`config.mk`:
```
export PLATFORM = sky130hd
export DESIGN_NAME = fifo_word_unpacker
export DESIGN_NICKNAME = d
export VERILOG_FILES = /design/src/rtl/fifo_word_unpacker.sv
export SDC_FILE = /design/constraint.sdc
export NUM_CORES = 1
export LEC_CHECK = 0
export CAP_MARGIN = 20
export CORE_MARGIN = 5
export CORE_UTILIZATION = 44
export DETAILED_ROUTE_END_ITERATION = 10
export GPL_ROUTABILITY_DRIVEN = 1
export MAX_ROUTING_LAYER = met4
export PLACE_DENSITY = 0.76
export SYNTH_ARGS = -nofsm -noshare
export SYNTH_HDL_FRONTEND = slang
export SYNTH_SLANG_ARGS = --single-unit
export TNS_END_PERCENT = 1
```
`constraint.sdc`:
```
create_clock -name clk_out -period 1.7 [get_ports clk_out]
set_input_delay 0.17 -clock clk_out [delete_from_list [all_inputs] [get_ports clk_out]]
set_output_delay 0.17 -clock clk_out [all_outputs]
set_load 0.01 [all_outputs]
```
`src/rtl/fifo_word_unpacker.sv`:
```
// Read-side consumer for the wide async FIFO: pops one word at a time and
// emits it LSB-first as OUT_W-bit beats on a valid/ready stream.
//
// state   | meaning
// --------+-----------------------------------------------------------
// ST_IDLE | waiting for a non-empty FIFO; pop strobe issued from here
// ST_WAIT | FIFO read data arrives; capture it into the shift register
// ST_SEND | presenting beats; last accepted beat returns to ST_IDLE
module fifo_word_unpacker #(
  parameter int DATA_W = 140,
  parameter int OUT_W  = 16
) (
  input  logic              clk_out,
  input  logic              rst,
  input  logic              fifo_empty,
  input  logic [DATA_W-1:0] data_from_fifo,
  output logic              fifo_r_enable,
  output logic [OUT_W-1:0]  dout,
  output logic              dout_valid,
  input  logic              dout_ready,
  output logic              dout_last,
  output logic [15:0]       word_cnt,
  output logic              busy
);

  localparam int BEATS = (DATA_W + OUT_W - 1) / OUT_W;
  localparam int BW    = (BEATS > 1) ? $clog2(BEATS + 1) : 1;
  localparam logic [BW-1:0] LAST_BEAT = BW'(BEATS - 1);

  typedef enum logic [1:0] {
    ST_IDLE = 2'd0,
    ST_WAIT = 2'd1,
    ST_SEND = 2'd2
  } state_t;

  state_t            r_state;
  state_t            w_state_nxt;
  logic [DATA_W-1:0] r_shift;
  logic [BW-1:0]     r_beat;
  logic [15:0]       r_word_cnt;
  logic              w_send;
  logic              w_last;
  logic              w_accept;

  assign w_send   = (r_state == ST_SEND);
  assign w_last   = w_send && (r_beat == LAST_BEAT);
  assign w_accept = w_send && dout_ready;

  always_ff @(posedge clk_out) begin
    if (rst) begin
      r_state    <= ST_IDLE;
      r_shift    <= '0;
      r_beat     <= '0;
      r_word_cnt <= '0;
    end else begin
      r_state <= w_state_nxt;
      case (r_state)
        ST_WAIT: begin
          r_shift <= data_from_fifo;
          r_beat  <= '0;
        end
        ST_SEND: begin
          if (w_accept) begin
            // zero fill keeps the partial final beat zero-extended
            r_shift <= r_shift >> OUT_W;
            r_beat  <= r_beat + BW'(1);
            if (w_last) begin
              r_word_cnt <= r_word_cnt + 16'd1;
            end
          end
        end
        default: begin
        end
      endcase
    end
  end

  always_comb begin
    w_state_nxt   = r_state;
    fifo_r_enable = 1'b0;
    case (r_state)
      ST_IDLE: begin
        fifo_r_enable = !fifo_empty && !rst;
        if (fifo_r_enable) begin
          w_state_nxt = ST_WAIT;
        end
      end
      ST_WAIT: begin
        w_state_nxt = ST_SEND;
      end
      ST_SEND: begin
        if (w_accept && w_last) begin
          w_state_nxt = ST_IDLE;
        end
      end
      default: begin
        w_state_nxt = ST_IDLE;
      end
    endcase
  end

  assign dout       = w_send ? r_shift[OUT_W-1:0] : '0;
  assign dout_valid = w_send;
  assign dout_last  = w_last;
  assign word_cnt   = r_word_cnt;
  assign busy       = (r_state != ST_IDLE);

endmodule

```
# == Word-level counts from Yosys, hierarchy flattened ==
# Cells that the tools add are included.
# word_totals
reg_bits,162
input_bits,144
out_inout_bits,36
wordCells,33
# op_classes
addsub,2
n_eq_ne,6
n_mux,9
n_reduce_logical,12
# ops
op,count
$pmux 140 s2,1
$mux 140,1
$add 16x1->16 const B,1
$mux 16,1
$pmux 4 s2,1
$pmux 2 s3,1
$add 4x1->4 const B,1
$eq 4x4->1 const B,1
$logic_and 1x1->1,4
$mux 2,2
$mux 4,1
$ne 2x1->1 const B,2
$reduce_and 2->1,2
$reduce_bool 2->1,2
$reduce_and 3->1,1
$eq 2x1->1 const B,1
$eq 2x2->1 const B,1
$logic_not 1->1,2
$logic_not 2->1,1
$ne 2x2->1 const B,1
$mux 1,1

# == Longest topological paths before layout ==
# depth
depth_word,5
mapped_depth,9
depth_no_buf,6

# == Least setup slack after synthesis ==
# Ideal clock, no wire load.
# synth_timing
path_kind,reg2reg
startpoint,register r_beat[0]
endpoint,"register r_word_cnt[15], in the netlist word_cnt[15]"
setup_time_ns,0.115
arrival_time_ns,1.600
required_ns,1.585
path_slack_ns,-0.015
stages_incl_launch_ff,7
n_path_buf,0
synth_period_minus_slack_ns,1.715
cell_sequence,dfxtp_1 > inv_1 > ha_1 > nand2_1 > or4_4 > o31a_1 > o21ba_1
# synth_between
elab_chain_cells,3
# synth_lines
element,line,rtl
"start, declared",39,logic [BW-1:0] r_beat;
"start signal, assigned",66,r_beat <= r_beat + BW'(1);
$eq 4x4->1,46,assign w_last = w_send && (r_beat == LAST_BEAT);
$logic_and 1x1->1,46,
$reduce_and 3->1 (no line),-,
"end signal, assigned",68,r_word_cnt <= r_word_cnt + 16'd1;
"end, declared",40,logic [15:0] r_word_cnt;
# Every way passes these cells.
# A chain may end at the register's enable or synchronous reset.

# == Final worst setup path ==
# layout_timing
startpoint,register r_state[1]
endpoint,output busy
# layout_between
elab_chain_cells,1
# layout_lines
element,line,rtl
"start, declared",36,state_t r_state;
"start signal, assigned",56,r_state <= w_state_nxt;
$reduce_bool 2->1,106,assign busy = (r_state != ST_IDLE);
"end, declared",23,output logic busy
# Every way passes these cells.

==> impl_metrics.sql <==
INSERT INTO impl_metrics (metric_group, metric, value, unit) VALUES
('routing', 'first_pass_iters', '5', ''),
('placement', 'place_congestion', '0.857', ''),
('power', 'switching_share', '0.262', ''),
('power', 'seq_power_share', '0.436', ''),
('grt', 'initial_antenna_violation_count', '0', ''),
('timing', 'timing.clock.skew', '0.00959', 'ns'),
('grt', 'grt.total_usage', '0.221', ''),
('die', 'placementRows', '46', ''),
('power', 'pwr_density_cell', '997', 'mW/mm^2'),
('outcome', 'status', 'finished with violations', ''),
('clock_tree', 'clock-sinks', '162', ''),
('die', 'placeableCoreArea', '0.0158', 'sq mm'),
('setup_path', 'setup.worst_path.end_class', 'output port', ''),
('timing', 'grt_setup_unrepaired', 'yes', ''),
('final_layout', 'final.fill_count', '1413', ''),
('setup_path', 'kind_of_start_point_of_the_critical_path', 'flip-flop', ''),
('grt', 'residual_overflow_from_global_routing', '0', ''),
('synth', 'synth.lib_cells_used.distinct', '39', ''),
('timing', 'worst_setup_slack_after_layout', '-0.0296', 'ns'),
('final_layout', 'area_delta_synth_final', '40.7', '%'),
('timing', 'worstMarginPinSlew', '0.753', 'ns'),
('routing', 'drt_iter0_drc', '459', ''),
('routing', 'detail_route.wirelength', '20700', 'um'),
('synth', 'synth-edff-count', '0', ''),
('final_layout', 'insertedDiodeCount', '0', ''),
('power', 'intPower', '7.29', 'mW'),
('routing', 'detail_route.vias_per_cell', '5.38', ''),
('clock_tree', 'cts_max_level', '4', ''),
('final_layout', 'share_of_the_core_filled_with_cells', '0.628', ''),
('timing', 'report.final.setup_viol', '2', ''),
('power', 'worst_ir_drop_on_vdd', '780', 'uV'),
('timing', 'max_slew_margin', '0.498', ''),
('power', 'logic_gate_share_of_total_power', '0.162', ''),
('setup_path', 'timing.rr.end', 'word_cnt[15]', ''),
('placement', 'place.port_buffers', '179', ''),
('final_layout', 'mostFrequentLayoutCells', '255 x sky130_fd_sc_hd__nand2_1, 160 x sky130_fd_sc_hd__dfxtp_1, 158 x sky130_fd_sc_hd__clkdlybuf4s50_1, 153 x sky130_fd_sc_hd__nor2_1, 122 x sky130_fd_sc_hd__a311oi_1', ''),
('setup_path', 'crit_type', 'flip-flop to output port', ''),
('final_layout', 'final_layout_size_suffix_gt1_frac', '0.106', ''),
('timing', 'finalMaxSlewViolations', '0', ''),
('synth', 'seq_area_frac_synth', '0.461', ''),
('timing', 'fin_crit', '1.73', 'ns'),
('worst_hold_path', 'holdCritStartpoint', 'rst', ''),
('setup_path', 'r2r_slack', '0.01', 'ns'),
('run', 'timing.max_cap.violations', '0', ''),
('routing', 'via_total_after_detailed_routing', '6922', ''),
('outcome', 'violations_in_the_final_reports', 'negative setup slack', ''),
('power', 'power_switching', '2.58', 'mW'),
('placement', 'place.detailed.hpwl', '13600', 'um'),
('clock_tree', 'clockRootBuffer', 'sky130_fd_sc_hd__clkbuf_16', ''),
('setup_path', 'cp_data_required_time', '1.53', 'ns'),
('worst_hold_path', 'worst_hold_path.num_cells', '3', ''),
('routing', 'wire_per_inst', '16.1', 'um'),
('synth', 'yosysWarnings', '0', ''),
('setup_path', 'startpoint', 'r_state[1]', ''),
('power', 'power_frac_clock', '0.403', ''),
('synth', 'synth_cells', '895', ''),
('clock_tree', 'cts.reportedPaths.clkPinSlew', '0.06', 'ns'),
('synth', 'postSynthRegisterBits', '162', ''),
('setup_path', 'cp.arrival', '1.56', 'ns'),
('grt', 'grt_first_pass_wirelength', '32000', 'um'),
('die', 'die_boundary_width', '136', 'um'),
('power', 'power.total', '9.87', 'mW'),
('grt', 'grt_max_degree', '163', ''),
('clock_tree', 'clock_tree.buffer_depth', '2', ''),
('die', 'die_area', '0.0186', 'sq mm'),
('final_layout', 'nets', '1204', ''),
('setup_path', 'cp_max_fo', '8', ''),
('die', 'chipHeight', '136', 'um'),
('die', 'starting_utilization_of_the_core_area', '0.446', ''),
('timing', 'hold_violations', '0', ''),
('worst_hold_path', 'min_path_type', 'input port to flip-flop', '');
-- cells by family after synthesis --
logic type / after synthesis / share of synthesized area
buf+inv: 87 / 0.0546
xor+xnor: 8 / 0.00995
flops: 162 / 0.461
fa+ha+maj: 3 / 0.00533
simple gates: 468 / 0.275
compound gates: 167 / 0.194
-- synth_stat cells, types with 4 or more instances --
| master | count | share of area |
|---|---|---|
| sky130_fd_sc_hd__a311oi_1 | 124 | 0.15 |
| sky130_fd_sc_hd__nor2_1 | 153 | 0.082 |
| sky130_fd_sc_hd__a22oi_1 | 16 | 0.017 |
| sky130_fd_sc_hd__nand4_1 | 5 | 0.0044 |
| sky130_fd_sc_hd__o21ai_0 | 9 | 0.0064 |
| sky130_fd_sc_hd__nand3_1 | 8 | 0.0057 |
| sky130_fd_sc_hd__a21oi_1 | 10 | 0.0071 |
| sky130_fd_sc_hd__buf_1 | 5 | 0.0027 |
| sky130_fd_sc_hd__or3_1 | 4 | 0.0036 |
| sky130_fd_sc_hd__and2_1 | 19 | 0.017 |
| sky130_fd_sc_hd__dfxtp_1 | 162 | 0.46 |
| sky130_fd_sc_hd__xnor2_1 | 5 | 0.0062 |
| sky130_fd_sc_hd__buf_4 | 11 | 0.012 |
| sky130_fd_sc_hd__nand2_1 | 257 | 0.14 |
| sky130_fd_sc_hd__inv_1 | 6 | 0.0032 |
| sky130_fd_sc_hd__clkbuf_1 | 51 | 0.027 |
| sky130_fd_sc_hd__buf_2 | 13 | 0.0092 |
-- critical path, stage by stage (launching register included) --
cell	delay (ns)
sky130_fd_sc_hd__dfxtp_4	0.36
sky130_fd_sc_hd__buf_4	0.16
sky130_fd_sc_hd__or2_4	0.26
sky130_fd_sc_hd__buf_4	0.13
sky130_fd_sc_hd__clkdlybuf4s15_2	0.21
-- stage by stage --
step | setup WS, ns | cells | TNS, ns | instance area [sq um] | hold WS (ns)
5_1_grt | -0.0728 | 1286 | -1.04 | 9900 | 0.314
3_3_place_gp | -0.158 | 1249 | -9.55 | 9220 | 0.460
2_1_floorplan | 0.000665 | 895 | 0 | 7040 | 0.247
3_5_place_dp | -0.157 | 1249 | -10.50 | 9220 | 0.467
4_1_cts | -0.0572 | 1283 | -0.163 | 9880 | 0.297
6_report | -0.0296 | 1286 | -0.0344 | 9900 | 0.289
-- how the worst max path moves through the flow --
stage | slack [ns] | endpoint
after floorplan | 0.0007 | word_cnt[15]
after global routing | -0.07 | r_shift[43]
after global placement | -0.16 | word_cnt[13]
after detailed placement | -0.16 | word_cnt[15]
after CTS | -0.06 | dout[3]
final | -0.03 | busy
-- state kept, by name, summed over array words and instances (netlist names) --
register,cells
r_shift,140
word_cnt,16
r_beat,4
r_state,2
-- power groups by stage --
stage,logic (mW),clock network (mW),registers [mW]
floorplan,0.908,0,4.32
global placement,1.50,0,4.37
detailed placement,1.53,0,4.38
CTS,1.55,4.04,4.30
global route,1.76,4.21,4.34
finish,1.60,3.97,4.30
-- metal layers --
metal | global-route usage | share of wire | vias up
met5 | - | 0 | -
met4 | 0.0840 | 0.025 | 0
met3 | 0.0482 | 0.074 | 37
met2 | 0.344 | 0.47 | 252
met1 | 0.283 | 0.44 | 3180
li1 | - | - | 3453
-- area by class of cell --
cell class | instances | area [sq um] | area share
repair buffers | 221 | 2230 | 0.225
clock buffers | 18 | 439 | 0.0443
multi-input cells | 647 | 3490 | 0.352
inverters | 7 | 38.8 | 0.00392
well taps | 216 | 270 | 0.0273
repair inverters | 1 | 16.3 | 0.00164
clock inverters | 14 | 176 | 0.0178
flip-flops and latches | 162 | 3250 | 0.328
-- repair_timing --
action	in CTS	in global routing
endpoints found under the setup margin	24	94
pin swaps	0	8
cloned	1	3
setup buffers	1	0
resized for setup	48	36
hold buffers	0	0
Power figures use the tool's default switching activity.
